**src/rtl/rv32i_multicycle_ctrl_if.sv**
```systemverilog
// Handshake and control bundle between the RV32I multicycle controller (master)
// and the datapath / memory side (slave).
interface rv32i_multicycle_ctrl_if;
  logic [31:0] instr;
  logic        imem_ready;
  logic        dmem_ready;
  logic        br_taken;
  logic        IRWr;
  logic        PCWr;
  logic        PCSrc;
  logic        ALUASrc;
  logic        ALUBSrc;
  logic [2:0]  ImmSrc;
  logic [3:0]  ALUOp;
  logic        DMRd;
  logic        DMWr;
  logic [2:0]  DMCtrl;
  logic        RUWr;
  logic [1:0]  RUDataWrSrc;
  logic        trap;

  modport master (
    input  instr, imem_ready, dmem_ready, br_taken,
    output IRWr, PCWr, PCSrc, ALUASrc, ALUBSrc, ImmSrc, ALUOp,
           DMRd, DMWr, DMCtrl, RUWr, RUDataWrSrc, trap
  );

  modport slave (
    output instr, imem_ready, dmem_ready, br_taken,
    input  IRWr, PCWr, PCSrc, ALUASrc, ALUBSrc, ImmSrc, ALUOp,
           DMRd, DMWr, DMCtrl, RUWr, RUDataWrSrc, trap
  );
endinterface

```
**src/rtl/rv32i_multicycle_ctrl.sv**
```systemverilog
// Multicycle RV32I control FSM: FETCH/DECODE/EXEC/MEM/WB sequencing with a sticky
// illegal-opcode trap. Outputs are registered from the next state.
module rv32i_multicycle_ctrl #(
  parameter logic [2:0] RESET_STATE = 3'd0
) (
  input  logic                     clk,
  input  logic                     rst_n,
  rv32i_multicycle_ctrl_if.master  bus
);
  typedef enum logic [2:0] {
    S_FETCH  = 3'd0,
    S_DECODE = 3'd1,
    S_EXEC   = 3'd2,
    S_MEM    = 3'd3,
    S_WB     = 3'd4,
    S_TRAP   = 3'd5
  } state_t;

  localparam logic [6:0] OP_R     = 7'b0110011;
  localparam logic [6:0] OP_I     = 7'b0010011;
  localparam logic [6:0] OP_LD    = 7'b0000011;
  localparam logic [6:0] OP_ST    = 7'b0100011;
  localparam logic [6:0] OP_LUI   = 7'b0110111;
  localparam logic [6:0] OP_AUIPC = 7'b0010111;
  localparam logic [6:0] OP_JAL   = 7'b1101111;
  localparam logic [6:0] OP_JALR  = 7'b1100111;
  localparam logic [6:0] OP_BR    = 7'b1100011;

  localparam logic [2:0] IMM_I = 3'b000;
  localparam logic [2:0] IMM_S = 3'b001;
  localparam logic [2:0] IMM_U = 3'b010;
  localparam logic [2:0] IMM_B = 3'b101;
  localparam logic [2:0] IMM_J = 3'b110;

  localparam logic [3:0] ALU_ADD   = 4'b0000;
  localparam logic [3:0] ALU_PASSB = 4'b1001;

  state_t     state_q, state_d;

  logic [6:0] opcode;
  logic [2:0] funct3;
  logic       funct7_5;
  logic       is_r, is_i, is_ld, is_st, is_lui, is_auipc, is_jal, is_jalr, is_br;
  logic       is_jump, is_legal;
  logic [3:0] alu_op;
  logic [2:0] imm_sel;

  logic       fetch_q, pcwr_q, pcsrc_q, brsel_q, stpc_q;
  logic       alua_q, alub_q;
  logic [2:0] imm_q;
  logic [3:0] aluop_q;
  logic       dmrd_q, dmwr_q;
  logic [2:0] dmctrl_q;
  logic       ruwr_q;
  logic [1:0] wbsrc_q;
  logic       trap_q;

  assign opcode   = bus.instr[6:0];
  assign funct3   = bus.instr[14:12];
  assign funct7_5 = bus.instr[30];

  assign is_r     = (opcode == OP_R);
  assign is_i     = (opcode == OP_I);
  assign is_ld    = (opcode == OP_LD);
  assign is_st    = (opcode == OP_ST);
  assign is_lui   = (opcode == OP_LUI);
  assign is_auipc = (opcode == OP_AUIPC);
  assign is_jal   = (opcode == OP_JAL);
  assign is_jalr  = (opcode == OP_JALR);
  assign is_br    = (opcode == OP_BR);
  assign is_jump  = is_jal | is_jalr;
  assign is_legal = is_r | is_i | is_ld | is_st | is_lui | is_auipc | is_jump | is_br;

  // Immediate shifts take funct7[5] (SRAI); every other I-ALU op ignores the upper bits.
  always_comb begin
    alu_op = ALU_ADD;
    if (is_r)
      alu_op = {funct7_5, funct3};
    else if (is_i)
      alu_op = {(funct3 == 3'b101) & funct7_5, funct3};
    else if (is_lui)
      alu_op = ALU_PASSB;
  end

  always_comb begin
    imm_sel = IMM_I;
    if (is_st)                 imm_sel = IMM_S;
    else if (is_lui | is_auipc) imm_sel = IMM_U;
    else if (is_br)            imm_sel = IMM_B;
    else if (is_jal)           imm_sel = IMM_J;
  end

  always_comb begin
    state_d = state_q;
    case (state_q)
      S_FETCH:  if (bus.imem_ready) state_d = S_DECODE;
      S_DECODE: state_d = is_legal ? S_EXEC : S_TRAP;
      S_EXEC: begin
        if (is_ld | is_st) state_d = S_MEM;
        else if (is_br)    state_d = S_FETCH;
        else               state_d = S_WB;
      end
      S_MEM:    if (bus.dmem_ready) state_d = is_ld ? S_WB : S_FETCH;
      S_WB:     state_d = S_FETCH;
      S_TRAP:   state_d = S_TRAP;
      default:  state_d = S_FETCH;
    endcase
  end

  // Outputs are decoded from the state being entered, so they are valid for the whole state.
  always_ff @(posedge clk or negedge rst_n) begin
    if (!rst_n) begin
      state_q  <= state_t'(RESET_STATE);
      fetch_q  <= (RESET_STATE == 3'd0);
      pcwr_q   <= 1'b0;
      pcsrc_q  <= 1'b0;
      brsel_q  <= 1'b0;
      stpc_q   <= 1'b0;
      alua_q   <= 1'b0;
      alub_q   <= 1'b0;
      imm_q    <= 3'b000;
      aluop_q  <= 4'b0000;
      dmrd_q   <= 1'b0;
      dmwr_q   <= 1'b0;
      dmctrl_q <= 3'b000;
      ruwr_q   <= 1'b0;
      wbsrc_q  <= 2'b00;
      trap_q   <= 1'b0;
    end else begin
      state_q  <= state_d;
      fetch_q  <= 1'b0;
      pcwr_q   <= 1'b0;
      pcsrc_q  <= 1'b0;
      brsel_q  <= 1'b0;
      stpc_q   <= 1'b0;
      alua_q   <= 1'b0;
      alub_q   <= 1'b0;
      imm_q    <= 3'b000;
      aluop_q  <= 4'b0000;
      dmrd_q   <= 1'b0;
      dmwr_q   <= 1'b0;
      dmctrl_q <= 3'b000;
      ruwr_q   <= 1'b0;
      wbsrc_q  <= 2'b00;
      trap_q   <= 1'b0;
      case (state_d)
        S_FETCH: fetch_q <= 1'b1;
        S_EXEC: begin
          aluop_q <= alu_op;
          alua_q  <= is_auipc | is_jal | is_br;
          alub_q  <= ~is_r;
          imm_q   <= imm_sel;
          pcwr_q  <= is_jump | is_br;
          pcsrc_q <= is_jump;
          brsel_q <= is_br;
        end
        S_MEM: begin
          dmrd_q   <= is_ld;
          dmwr_q   <= is_st;
          dmctrl_q <= funct3;
          stpc_q   <= is_st;
        end
        S_WB: begin
          ruwr_q  <= 1'b1;
          pcwr_q  <= ~is_jump;
          wbsrc_q <= is_ld ? 2'b01 : (is_jump ? 2'b10 : 2'b00);
        end
        S_TRAP:  trap_q <= 1'b1;
        default: ;
      endcase
    end
  end

  // fetch_q leaves reset set, so rst_n also gates IRWr while reset is held.
  assign bus.IRWr        = fetch_q & bus.imem_ready & rst_n;
  assign bus.PCWr        = pcwr_q | (stpc_q & bus.dmem_ready);
  assign bus.PCSrc       = pcsrc_q | (brsel_q & bus.br_taken);
  assign bus.ALUASrc     = alua_q;
  assign bus.ALUBSrc     = alub_q;
  assign bus.ImmSrc      = imm_q;
  assign bus.ALUOp       = aluop_q;
  assign bus.DMRd        = dmrd_q;
  assign bus.DMWr        = dmwr_q;
  assign bus.DMCtrl      = dmctrl_q;
  assign bus.RUWr        = ruwr_q;
  assign bus.RUDataWrSrc = wbsrc_q;
  assign bus.trap        = trap_q;
endmodule

```
**src/flat_wrapper.sv**
```systemverilog
// flat-port wrapper written by rule: the top's interface ports become plain ports
module rv32i_multicycle_ctrl_flat 
#(
  parameter logic [2:0] RESET_STATE = 3'd0
)
  (clk, rst_n, bus_instr, bus_imem_ready, bus_dmem_ready, bus_br_taken, bus_IRWr, bus_PCWr, bus_PCSrc, bus_ALUASrc, bus_ALUBSrc, bus_ImmSrc, bus_ALUOp, bus_DMRd, bus_DMWr, bus_DMCtrl, bus_RUWr, bus_RUDataWrSrc, bus_trap);
  rv32i_multicycle_ctrl_if bus_i ();
  input  logic clk;
  input  logic rst_n;
  input wire logic [$bits(bus_i.instr)-1:0] bus_instr;
  input wire logic [$bits(bus_i.imem_ready)-1:0] bus_imem_ready;
  input wire logic [$bits(bus_i.dmem_ready)-1:0] bus_dmem_ready;
  input wire logic [$bits(bus_i.br_taken)-1:0] bus_br_taken;
  output wire logic [$bits(bus_i.IRWr)-1:0] bus_IRWr;
  output wire logic [$bits(bus_i.PCWr)-1:0] bus_PCWr;
  output wire logic [$bits(bus_i.PCSrc)-1:0] bus_PCSrc;
  output wire logic [$bits(bus_i.ALUASrc)-1:0] bus_ALUASrc;
  output wire logic [$bits(bus_i.ALUBSrc)-1:0] bus_ALUBSrc;
  output wire logic [$bits(bus_i.ImmSrc)-1:0] bus_ImmSrc;
  output wire logic [$bits(bus_i.ALUOp)-1:0] bus_ALUOp;
  output wire logic [$bits(bus_i.DMRd)-1:0] bus_DMRd;
  output wire logic [$bits(bus_i.DMWr)-1:0] bus_DMWr;
  output wire logic [$bits(bus_i.DMCtrl)-1:0] bus_DMCtrl;
  output wire logic [$bits(bus_i.RUWr)-1:0] bus_RUWr;
  output wire logic [$bits(bus_i.RUDataWrSrc)-1:0] bus_RUDataWrSrc;
  output wire logic [$bits(bus_i.trap)-1:0] bus_trap;
  assign bus_i.instr = bus_instr;
  assign bus_i.imem_ready = bus_imem_ready;
  assign bus_i.dmem_ready = bus_dmem_ready;
  assign bus_i.br_taken = bus_br_taken;
  assign bus_IRWr = bus_i.IRWr;
  assign bus_PCWr = bus_i.PCWr;
  assign bus_PCSrc = bus_i.PCSrc;
  assign bus_ALUASrc = bus_i.ALUASrc;
  assign bus_ALUBSrc = bus_i.ALUBSrc;
  assign bus_ImmSrc = bus_i.ImmSrc;
  assign bus_ALUOp = bus_i.ALUOp;
  assign bus_DMRd = bus_i.DMRd;
  assign bus_DMWr = bus_i.DMWr;
  assign bus_DMCtrl = bus_i.DMCtrl;
  assign bus_RUWr = bus_i.RUWr;
  assign bus_RUDataWrSrc = bus_i.RUDataWrSrc;
  assign bus_trap = bus_i.trap;
  rv32i_multicycle_ctrl #(.RESET_STATE(RESET_STATE)) u_core (.clk(clk), .rst_n(rst_n), .bus(bus_i));
endmodule
```
**config.mk**
```make
export PLATFORM = sky130hd
export DESIGN_NAME = rv32i_multicycle_ctrl_flat
export DESIGN_NICKNAME = d
export VERILOG_FILES = /design/src/rtl/rv32i_multicycle_ctrl_if.sv /design/src/rtl/rv32i_multicycle_ctrl.sv /design/src/flat_wrapper.sv
export SDC_FILE = /design/constraint.sdc
export NUM_CORES = 1
export LEC_CHECK = 0
export CAP_MARGIN = 20
export CORE_UTILIZATION = 36
export DETAILED_ROUTE_END_ITERATION = 8
export PLACE_DENSITY = 0.76
export SYNTH_ARGS = -nofsm -noshare
export SYNTH_HDL_FRONTEND = slang
export SYNTH_SLANG_ARGS = --single-unit
```
**constraint.sdc**
```tcl
create_clock -name clk -period 1.5 [get_ports clk]
set_clock_uncertainty 0.2 [all_clocks]
set_input_delay 0.375 -clock clk [delete_from_list [all_inputs] [get_ports clk]]
set_output_delay 0.375 -clock clk [all_outputs]
set_load 0.05 [all_outputs]
```
==> out/qor.yml <==
sta:
  rsz0062_at_grt: "true"
  fin_ws_ns: -0.247
  setup-violations-final: 9
  slew_headroom_pct: 68.5
  fin_tns_setup_ns: -0.843
  hold_viol: 0
  post-route-period-util_pct: 116
  max_freq_mhz: 573
  worst_slew_pin_slew_ns: 0.468
  period_minus_slack_ns: 1.75
  drv_slew: 0
run_status:
  status: "finished, violations left"
  violations: "setup timing"
route:
  via_count: 1216
  drt-initial-drc-count: 73
  routedWlPerCell_um: 19.5
  drt-total-wl_mm: 4.26
  ant_nets: 0
  drc: 0
  drt_first_pass_iters: 4
  via_per_inst: 5.58
logic_synthesis:
  synth_cells: 108
  synth_cell_types: 38
  synth_area_leaders: "dfrtp_1 (51%), nor2_1 (3.8%), nor3_2 (2.6%), inv_1 (2.6%), nand4bb_4 (2.3%)"
  synth.top_cell.area_share_pct: 51.2
  yosysMostFrequentCell: "dfrtp_1"
  ys.flop_type: "dfrtp_1"
  avgSynthCellArea_sq_um: 10.9
  synth_common_cells: "dfrtp_1 (24), nor2_1 (12), inv_1 (8), nand2_1 (6)"
  ys_warn_count: 0
  synth_fp_nets: 145
  yosysTopAreaCell: "dfrtp_1"
  synth_edf_count: 0
  synth.cell_area_sq_mm: 0.00117
  seq_area_frac_synth_pct: 53.4
  async_flop_share_pct: 100
  synth-seq-cells: 25
die:
  pin_count: 58
  die_height_um: 59.1
  initial_core_util_pct: 38.1
  die_w_um: 59.1
  num_rows: 20
  core_sq_mm: 0.00308
  die_area_sq_mm: 0.00349
global_route:
  grtUsageTotal_pct: 23.3
  grt_pass1_vias: 1234
  antenna_found_initial: 0
  overflow: 0
  grt_pass1_wl_mm: 5.92
  grt_max_degree: 26
power_and_ir_drop:
  powerDensity_mw_per_mm2: 526
  p_leak_nw: 0.978
  ir_drop_uv: 208
cts:
  cts.htree.levels: 1
  clk_latency_ns: 0.32
  cts_hold_buf: 0
  cts_buffers: 3
  cts_num_sinks: 25
  cts.clk_slew.worst_paths_ns: 0.14
  cts_buffer_depth: 2
  clock-root-buffer: "clkbuf_4"
  cts_tree: "built"
layout:
  num_antenna_cells: 0
  layout-drive-gt1-share_pct: 52.3
  final_cells: 218
  syn2layout_area_growth_pct: 83.4
  nets: 212
  final_area_sq_mm: 0.00215
setup_path:
  cp_max_fo: 1
  r2r_end: "u_core.brsel_q"
  rr_startpoint: "u_core.state_q[0]"
  critPathLaunchType: "flip-flop"
  worstSetupEndpointType: "output pin"
  crit_arrival_ns: 1.17
  ff2ff_path_depth: 4
  crit_type: "flip-flop to output pin"
  r2r_setup_slack_ns: -0.12
  cp.required_ns: 0.92
place:
  dpl.cell_count: 203
  dpl_cell_area_sq_mm: 0.00191
  io_buffer_count: 36
  dp_hpwl_mm: 2.35
  pre_cts_ws_ns: -0.833
  place.gp.congestion: 0.859
run:
  cap_violations: 0
min_path:
  min_path_type: "primary input to async pin"
## cell usage in the layout, fill, tap and decap left out, types with 2 or more instances in the layout
master,count
a21oi_1,2
clkbuf_4,3
o21ai_0,2
nand2b_4,3
nand2_1,6
a21oi_2,2
nor2_1,12
buf_6,3
dfrtp_1,24
nor2b_4,2
buf_12,22
nor4_4,2
nand2b_1,2
nor3_2,5
inv_1,8
or3_4,2
dlygate4sd2_1,4
buf_2,4
and3_1,3
buf_4,26
a31oi_1,2
clkdlybuf4s50_1,5
## worst max-delay path by stage
stage / startpoint / endpoint / slack [ns] / cells after the start
after floorplan: bus_instr[3] / u_core.stpc_q / -0.10 / 4
after CTS: u_core.fetch_q / bus_IRWr / -0.24 / 2
after global routing: u_core.fetch_q / bus_IRWr / -0.28 / 2
after global placement: bus_instr[6] / u_core.bus.ALUOp[2] / -0.76 / 5
final: u_core.fetch_q / bus_IRWr / -0.25 / 2
after detailed placement: bus_instr[1] / u_core.brsel_q / -0.83 / 5
## through the flow
stage / util [%] / total power, W / hold WS [ns]
floorplan: - / 0.000724 / -0.121
global placement: 62.1 / 0.000811 / 0.335
detailed placement: 62.1 / 0.000817 / 0.373
CTS: 67.2 / 0.00111 / 0.0240
global route: 69.9 / 0.00117 / 0.0385
finish: 69.9 / 0.00113 / 0.0200
## worst max-delay path, cell delays in order (launching register included)
cell and delay, ns:
dfstp_2 0.54, and3_4 0.18, buf_12 0.13
## timing repair
action,in CTS,in global routing
endpoints found under the setup margin,28,30
resized for setup,51,13
pin swaps,11,5
buffers inserted,8,4
hold endpoints to repair,0,0
gates cloned,1,0
## cell families after synthesis
kind of cell	share of synthesized area [%]
simple gates	28.5
flops	53.4
compound gates	13.2
buf+inv	4.90
## final cells by class
class | instances | area (sq um)
tap | 44 | 55.1
clock inverter | 1 | 5.00
sequential | 25 | 627
inverter | 8 | 30.0
multi-input combinational | 73 | 638
clock buffer | 3 | 22.5
timing repair buffer | 64 | 774
fill | 196 | 926
## state kept, by name (all words and copies together), names as in the netlist, 2 cells and up
signal and cells:
u_core.bus.ALUOp 4, u_core.bus.DMCtrl 3, u_core.bus.ImmSrc 3, u_core.state_q 3
u_core.bus.RUDataWrSrc 2
## per-layer routing
metal	track usage, %	wire (um)	up-vias
met3	2.62	320	25
met5	0	0	-
met4	14.6	257	0
li1	-	-	514
met2	40.7	2160	97
met1	27.3	1520	580
## power by group
group / internal (W) / total (W) / switching, W
Clock: 0.0000999 / 0.000308 / 0.000208
Sequential: 0.000674 / 0.000674 / 0
Combinational: 0.0000676 / 0.000151 / 0.0000831
No activity file was read; power rests on OpenSTA's default activity.
